**config.mk**
```make
export PLATFORM = sky130hd
export DESIGN_NAME = demux_transiciones
export DESIGN_NICKNAME = d
export VERILOG_FILES = /design/src/rtl/demux_transiciones.sv
export SDC_FILE = /design/constraint.sdc
export NUM_CORES = 1
export LEC_CHECK = 0
export ABC_AREA = 1
export CAP_MARGIN = 20
export CORE_MARGIN = 3
export CORE_UTILIZATION = 30
export CTS_CLUSTER_DIAMETER = 50
export DETAILED_ROUTE_END_ITERATION = 12
export GPL_ROUTABILITY_DRIVEN = 1
export HOLD_SLACK_MARGIN = 0.08
export PLACE_DENSITY = 0.53
export SLEW_MARGIN = 10
export SYNTH_ARGS = -nofsm -noshare
export SYNTH_HDL_FRONTEND = slang
export SYNTH_SLANG_ARGS = --single-unit
```
**constraint.sdc**
```tcl
create_clock -name CC_DEMUX14_CLOCK_50 -period 0.95 [get_ports CC_DEMUX14_CLOCK_50]
set_input_delay 0.19 -clock CC_DEMUX14_CLOCK_50 [delete_from_list [all_inputs] [get_ports CC_DEMUX14_CLOCK_50]]
set_output_delay 0.19 -clock CC_DEMUX14_CLOCK_50 [all_outputs]
set_load 0.03 [all_outputs]
```
**src/rtl/demux_transiciones.sv**
```systemverilog
// Registered 1-to-4 transition demultiplexer: a rising edge on the data line is routed to a
// one-hot output selected at the edge and stretched to HOLDCYCLES clocks. Optional macro: DEMUX14_RETRIGGER_EN.
module demux_transiciones #(
  parameter int DEMUX14_SELECTWIDTH = 2,
  parameter int DEMUX14_DATAWIDTH   = 4,
  parameter int DEMUX14_HOLDCYCLES  = 4
) (
  input  logic                           CC_DEMUX14_CLOCK_50,
  input  logic                           CC_DEMUX14_RESET_InHigh,
  input  logic                           CC_DEMUX14_data_In,
  input  logic [DEMUX14_SELECTWIDTH-1:0] CC_DEMUX14_select_InBUS,
  output logic [DEMUX14_DATAWIDTH-1:0]   CC_DEMUX14_z_OutBUS,
  output logic                           CC_DEMUX14_busy_Out
);

  localparam int                CNT_W    = $clog2(DEMUX14_HOLDCYCLES + 1);
  localparam logic [CNT_W-1:0]  CNT_LOAD = CNT_W'(DEMUX14_HOLDCYCLES - 1);

  typedef enum logic {ST_IDLE, ST_HOLD} state_t;

  state_t                         r_state;
  logic [CNT_W-1:0]               r_cnt;
  logic                           r_data_prev;
  logic [DEMUX14_DATAWIDTH-1:0]   r_z;
  logic                           r_busy;

  logic                           w_event;
  logic                           w_accept;
  logic [DEMUX14_DATAWIDTH-1:0]   w_onehot;

  // Out-of-range selects fall onto the top output, like the selector's default arm.
  function automatic logic [DEMUX14_DATAWIDTH-1:0] f_route(
    input logic [DEMUX14_SELECTWIDTH-1:0] sel
  );
    logic [DEMUX14_DATAWIDTH-1:0] v;
    v = '0;
    for (int i = 0; i < DEMUX14_DATAWIDTH; i++) begin
      if (int'(sel) == i) v[i] = 1'b1;
    end
    if (int'(sel) >= DEMUX14_DATAWIDTH) v[DEMUX14_DATAWIDTH-1] = 1'b1;
    return v;
  endfunction

  assign w_event  = CC_DEMUX14_data_In & ~r_data_prev;
  assign w_onehot = f_route(CC_DEMUX14_select_InBUS);

`ifdef DEMUX14_RETRIGGER_EN
  assign w_accept = w_event;
`else
  assign w_accept = w_event && (r_state == ST_IDLE);
`endif

  // NOTE: all state here is sequential, so every assignment is non-blocking; mixing in '=' would
  // make the result depend on statement order and simulation scheduling.
  always_ff @(posedge CC_DEMUX14_CLOCK_50 or posedge CC_DEMUX14_RESET_InHigh) begin
    if (CC_DEMUX14_RESET_InHigh) begin
      r_state     <= ST_IDLE;
      r_cnt       <= '0;
      r_data_prev <= 1'b1;  // a line held high across reset release is not an event
      r_z         <= '0;
      r_busy      <= 1'b0;
    end else begin
      r_data_prev <= CC_DEMUX14_data_In;
      if (w_accept) begin
        r_z     <= w_onehot;
        r_busy  <= 1'b1;
        r_cnt   <= CNT_LOAD;
        r_state <= ST_HOLD;
      end else if (r_state == ST_HOLD) begin
        if (r_cnt != '0) begin
          r_cnt <= r_cnt - 1'b1;
        end else begin
          r_z     <= '0;
          r_busy  <= 1'b0;
          r_state <= ST_IDLE;
        end
      end
    end
  end

  assign CC_DEMUX14_z_OutBUS = r_z;
  assign CC_DEMUX14_busy_Out = r_busy;

endmodule
```
-- Word level (Yosys, flattened, before mapping)
Cells that the tools add are included.
- add/sub/neg operators: 1
- equal/unequal tests: 4
- multiplexer cells: 16
- bitwise gates (word level): 3
- reductions and logical operators: 7
- operators with widths (operator ; count):
    $mux W4 ; 3
    $mux W1 ; 10
    $mux W3 ; 3
    $eq A2 B2 Y1 const B ; 2
    $reduce_and A2 Y1 ; 2
    $reduce_bool A2 Y1 ; 2
    $reduce_bool A3 Y1 ; 1
    $sub A3 B1 Y3 const B ; 1
    $eq A2 B1 Y1 const B ; 1
    $logic_not A2 Y1 ; 1
    $ne A2 B2 Y1 const B ; 1
    $not A1 Y1 ; 2
    $and A1 B1 Y1 ; 1
    $logic_and A1 B1 Y1 ; 1
- register bits after elaboration: 10
- word-level logic and storage cells: 36

-- Depth between registers and ports, before layout
- depth in word-level cells: 5
- mapped depth: 7
- gate-level depth less buffers: 7

-- Worst setup path after synthesis
Ideal clock, no wire load.
- kind: reg-to-reg
- from: register r_cnt[0]
- to: register r_cnt[1]
- arrival time: 0.930 ns
- path slack: -0.097 ns
- cell stages (with the launch flop): 8
- path buffers: 0
- clock period less this slack: 1.047 ns
- cell sequence: dfrtp_1 > inv_1 > ha_1 > nand2_1 > nand2_1 > nand2_1 > nand2_1 > nand2_1
- cells in the longest elaborated chain, start to end: 4
- ends and longest elaborated chain (element ; line ; text):
    start: declaration ; 22 ; logic [CNT_W-1:0] r_cnt;
    start signal: assignment ; 71 ; r_cnt <= r_cnt - 1'b1;
    $sub A3 B1 Y3 ; 71 ;
    $mux W3 ; 70 ; if (r_cnt != '0) begin
    $mux W3 ; 69 ; end else if (r_state == ST_HOLD) begin
    $mux W3 ; 64 ; if (w_accept) begin
Parallel ways exist; a longest one is shown, timed or not. The select of a mux whose other input is x is not followed.
A chain may end at the register's enable or synchronous reset.

-- Worst setup path in the final report
Same ends and word-level chain as after synthesis.

==> results_dict.tcl <==
set metrics [dict create \
    vdd_drop_max_uv 1581 \
    drive_above_1_share_pct 40.26 \
    worst_pin_slew_ps 249.3 \
    dp_cells 82 \
    status "finished with violations" \
    fin_area_um2 760.7 \
    clk_latency_ps 270 \
    cts.hold.buffers_added 0 \
    start_util_pct 33.99 \
    ioPinCount 10 \
    ys_async_sr_fraction_pct 100.0 \
    syn_area_um2 475.5 \
    synthFlopType "dfrtp_1" \
    clkSinkCount 10 \
    clockBufferDepth 2 \
    fmax_ghz 0.9397 \
    setup_viol 14 \
    portBuffers 9 \
    hold_viol 0 \
    pre_cts_slack_ps -313.3 \
    fillers 143 \
    routed_wl_um 1005 \
    grt_max_degree 12 \
    r2r_cells 7 \
    grt_pass1_vias 370 \
    rsz0062_at_grt "yes" \
    postRouteAntennaNets 0 \
    layout-area-overhead-vs-synth_pct 60.00 \
    antenna_found_initial 0 \
    synth_top_cell_by_area "dfrtp_1" \
    maxCapViolCount 0 \
    drt_pre_antenna_iters 4 \
    numCtsBuffers 3 \
    clock_skew_ps 8.447 \
    synth_most_common_cell "nand2_1" \
    crit_type "reg -> reg" \
    synth.net_count 61 \
    critPathRequiredTime_ps 1120 \
    finalNonFillerCells 92 \
    r2r-end "r_cnt[1]" \
    slew_headroom_pct 83.32 \
    synth_cell_type_count 12 \
    synth_xor_area_share_pct 1.842 \
    power_density_mw_per_mm2 3337 \
    finalMaxSlewViolations 0 \
    hold_path.class "in -> async" \
    end_kind "flip-flop" \
    worstSetupStartpoint "r_cnt[0]" \
    chipWidth_um 45.81 \
    wl_per_cell_um 10.92 \
    gr-usage-all-layers_pct 10.90 \
    synth_edf_count 0 \
    layout_min_cycle_time_ps 1064 \
    synth.avg_cell_area_um2 8.805 \
    violations "setup timing" \
    syn_inst 54 \
    globalRouteOverflowTotal 0 \
    postLayoutCoreUtil_pct 54.38 \
    root_buffer "clkbuf_4" \
    drc_errors 0 \
    dp_hpwl_um 695.3 \
    drtIter0Drc 5 \
    start_kind "flip-flop" \
    yosys_warnings 0 \
    grt_pass1_wl_um 1573 \
    crit_arrival_ps 1230 \
    cts_tree "built" \
    synth_area_leaders "dfrtp_1 47%, nand2_1 11%, nand3_1 11%" \
    p_leak_nw 0.4116 \
    ys_ff_latch 10 \
    synth_common_cells "14 x nand2_1, 10 x nand3_1, 9 x dfrtp_1, 9 x inv_1, 4 x nand4_1" \
    worst-path-max-fanout 5 \
    synthSimpleGateAreaFrac_pct 29.74 \
    fin_crit_sh_pct 112.0 \
    yosysSeqAreaShare_pct 52.89 \
    viasPerCell 4.511 \
    num_vias 415 \
    dpl_cell_area_um2 633.1 \
    setup_ws_ps -114.2 \
    die_height_um 45.81 \
    synth_top_family_by_area "simple AND/OR/NAND/NOR gates" \
    synthAdderAreaFrac_pct 5.263 \
    synth_mux_area_share_pct 0 \
    clk_pin_slew_ps 70 \
    synth_top_area_share_pct 47.37 \
    dieArea_mm2 0.002099 \
    nets 85 \
    rr_startpoint "r_cnt[0]" \
    rows 13 \
    core_area_mm2 0.001399 \
    r2r_slack_ps -110 \
    synth_compound_gate_area_share_pct 0 \
    gp_congestion 0.6901 \
    h-tree-depth 1 \
    diodes 0 \
]
-- final cells by class --
type	instances	area, µm²	share of cell area (%)
tap	15	18.77	2.467
multi-input combinational	33	225.2	29.61
clock buffer	4	36.28	4.770
timing repair buffer	20	191.4	25.16
inverter	10	37.54	4.934
sequential	10	251.5	33.06
-- how the worst max path moves through the flow --
| stage | to | slack, ps |
|---|---|---|
| CTS | r_cnt[1] | -110 |
| finish | r_cnt[1] | -110 |
| global route | r_cnt[1] | -170 |
| global placement | r_cnt[1] | -280 |
| floorplan | r_cnt[1] | -20 |
| detailed placement | r_cnt[2] | -310 |
-- timing repair --
action	in CTS	in global routing
hold endpoints to repair	0	0
gates resized for setup	10	0
pin swaps	0	0
setup endpoints to repair	14	14
setup buffers	3	3
-- cells by family (layout without fill, tap and decap cells) --
family	after synthesis	in the layout
and+or+nand+nor	30	30
buffers and inverters	11	34
DFF	10	10
adders and majority gates	2	2
xor gates and xnor gates	1	1
-- flip-flops by register name (all words and copies together), names as in the netlist --
signal	count
r_data_prev	1
CC_DEMUX14_z_OutBUS	4
r_cnt	3
r_state	1
CC_DEMUX14_busy_Out	1
-- metal layers --
layer  global-route usage [%]  vias to the layer above  share of wire, %
met5                        0                        -                 0
met4                    1.705                        0                 0
met3                    7.115                        0               6.5
met2                    16.16                        8                49
met1                    13.46                      189                45
li1                         -                      218                 -
-- stage by stage --
stage,hold WS [ps],total power [mW],TNS (ps)
after global placement,496.1,1.828,-2204
final,212.2,2.539,-859.0
after detailed placement,499.2,1.822,-2508
after global routing,208.8,2.726,-1414
after floorplan,29.46,1.437,-24.54
after CTS,216.7,2.472,-800.9
-- worst max-delay path, stage by stage (launching register included) --
cell,delay [ps]
dfrtp_1,400
inv_2,90
ha_4,160
nand2_4,60
nand2_4,80
nand2_2,60
nand2_1,70
nand2_1,40
-- where the power goes --
group | internal, mW | switching (mW)
registers | 0.605 | 0.119
clock network | 0.233 | 0.150
logic | 0.695 | 0.738
-- cell usage in the layout, fill, tap and decap left out --
cell,synthesis,routed
nand2_1,14,11
buf_4,0,10
dfrtp_1,9,9
nand3_1,10,9
inv_1,9,6
buf_6,1,5
inv_2,1,4
nand4_1,4,4
clkdlybuf4s50_1,0,4
clkbuf_4,0,3
nand3_4,0,2
nand2_4,0,2
nor2_1,1,1
nand2_2,0,1
xor2_1,1,1
ha_4,0,1
ha_1,2,1
clkbuf_8,0,1
buf_12,0,1
dfstp_2,1,1
No activity file was read; power rests on OpenSTA's default activity.
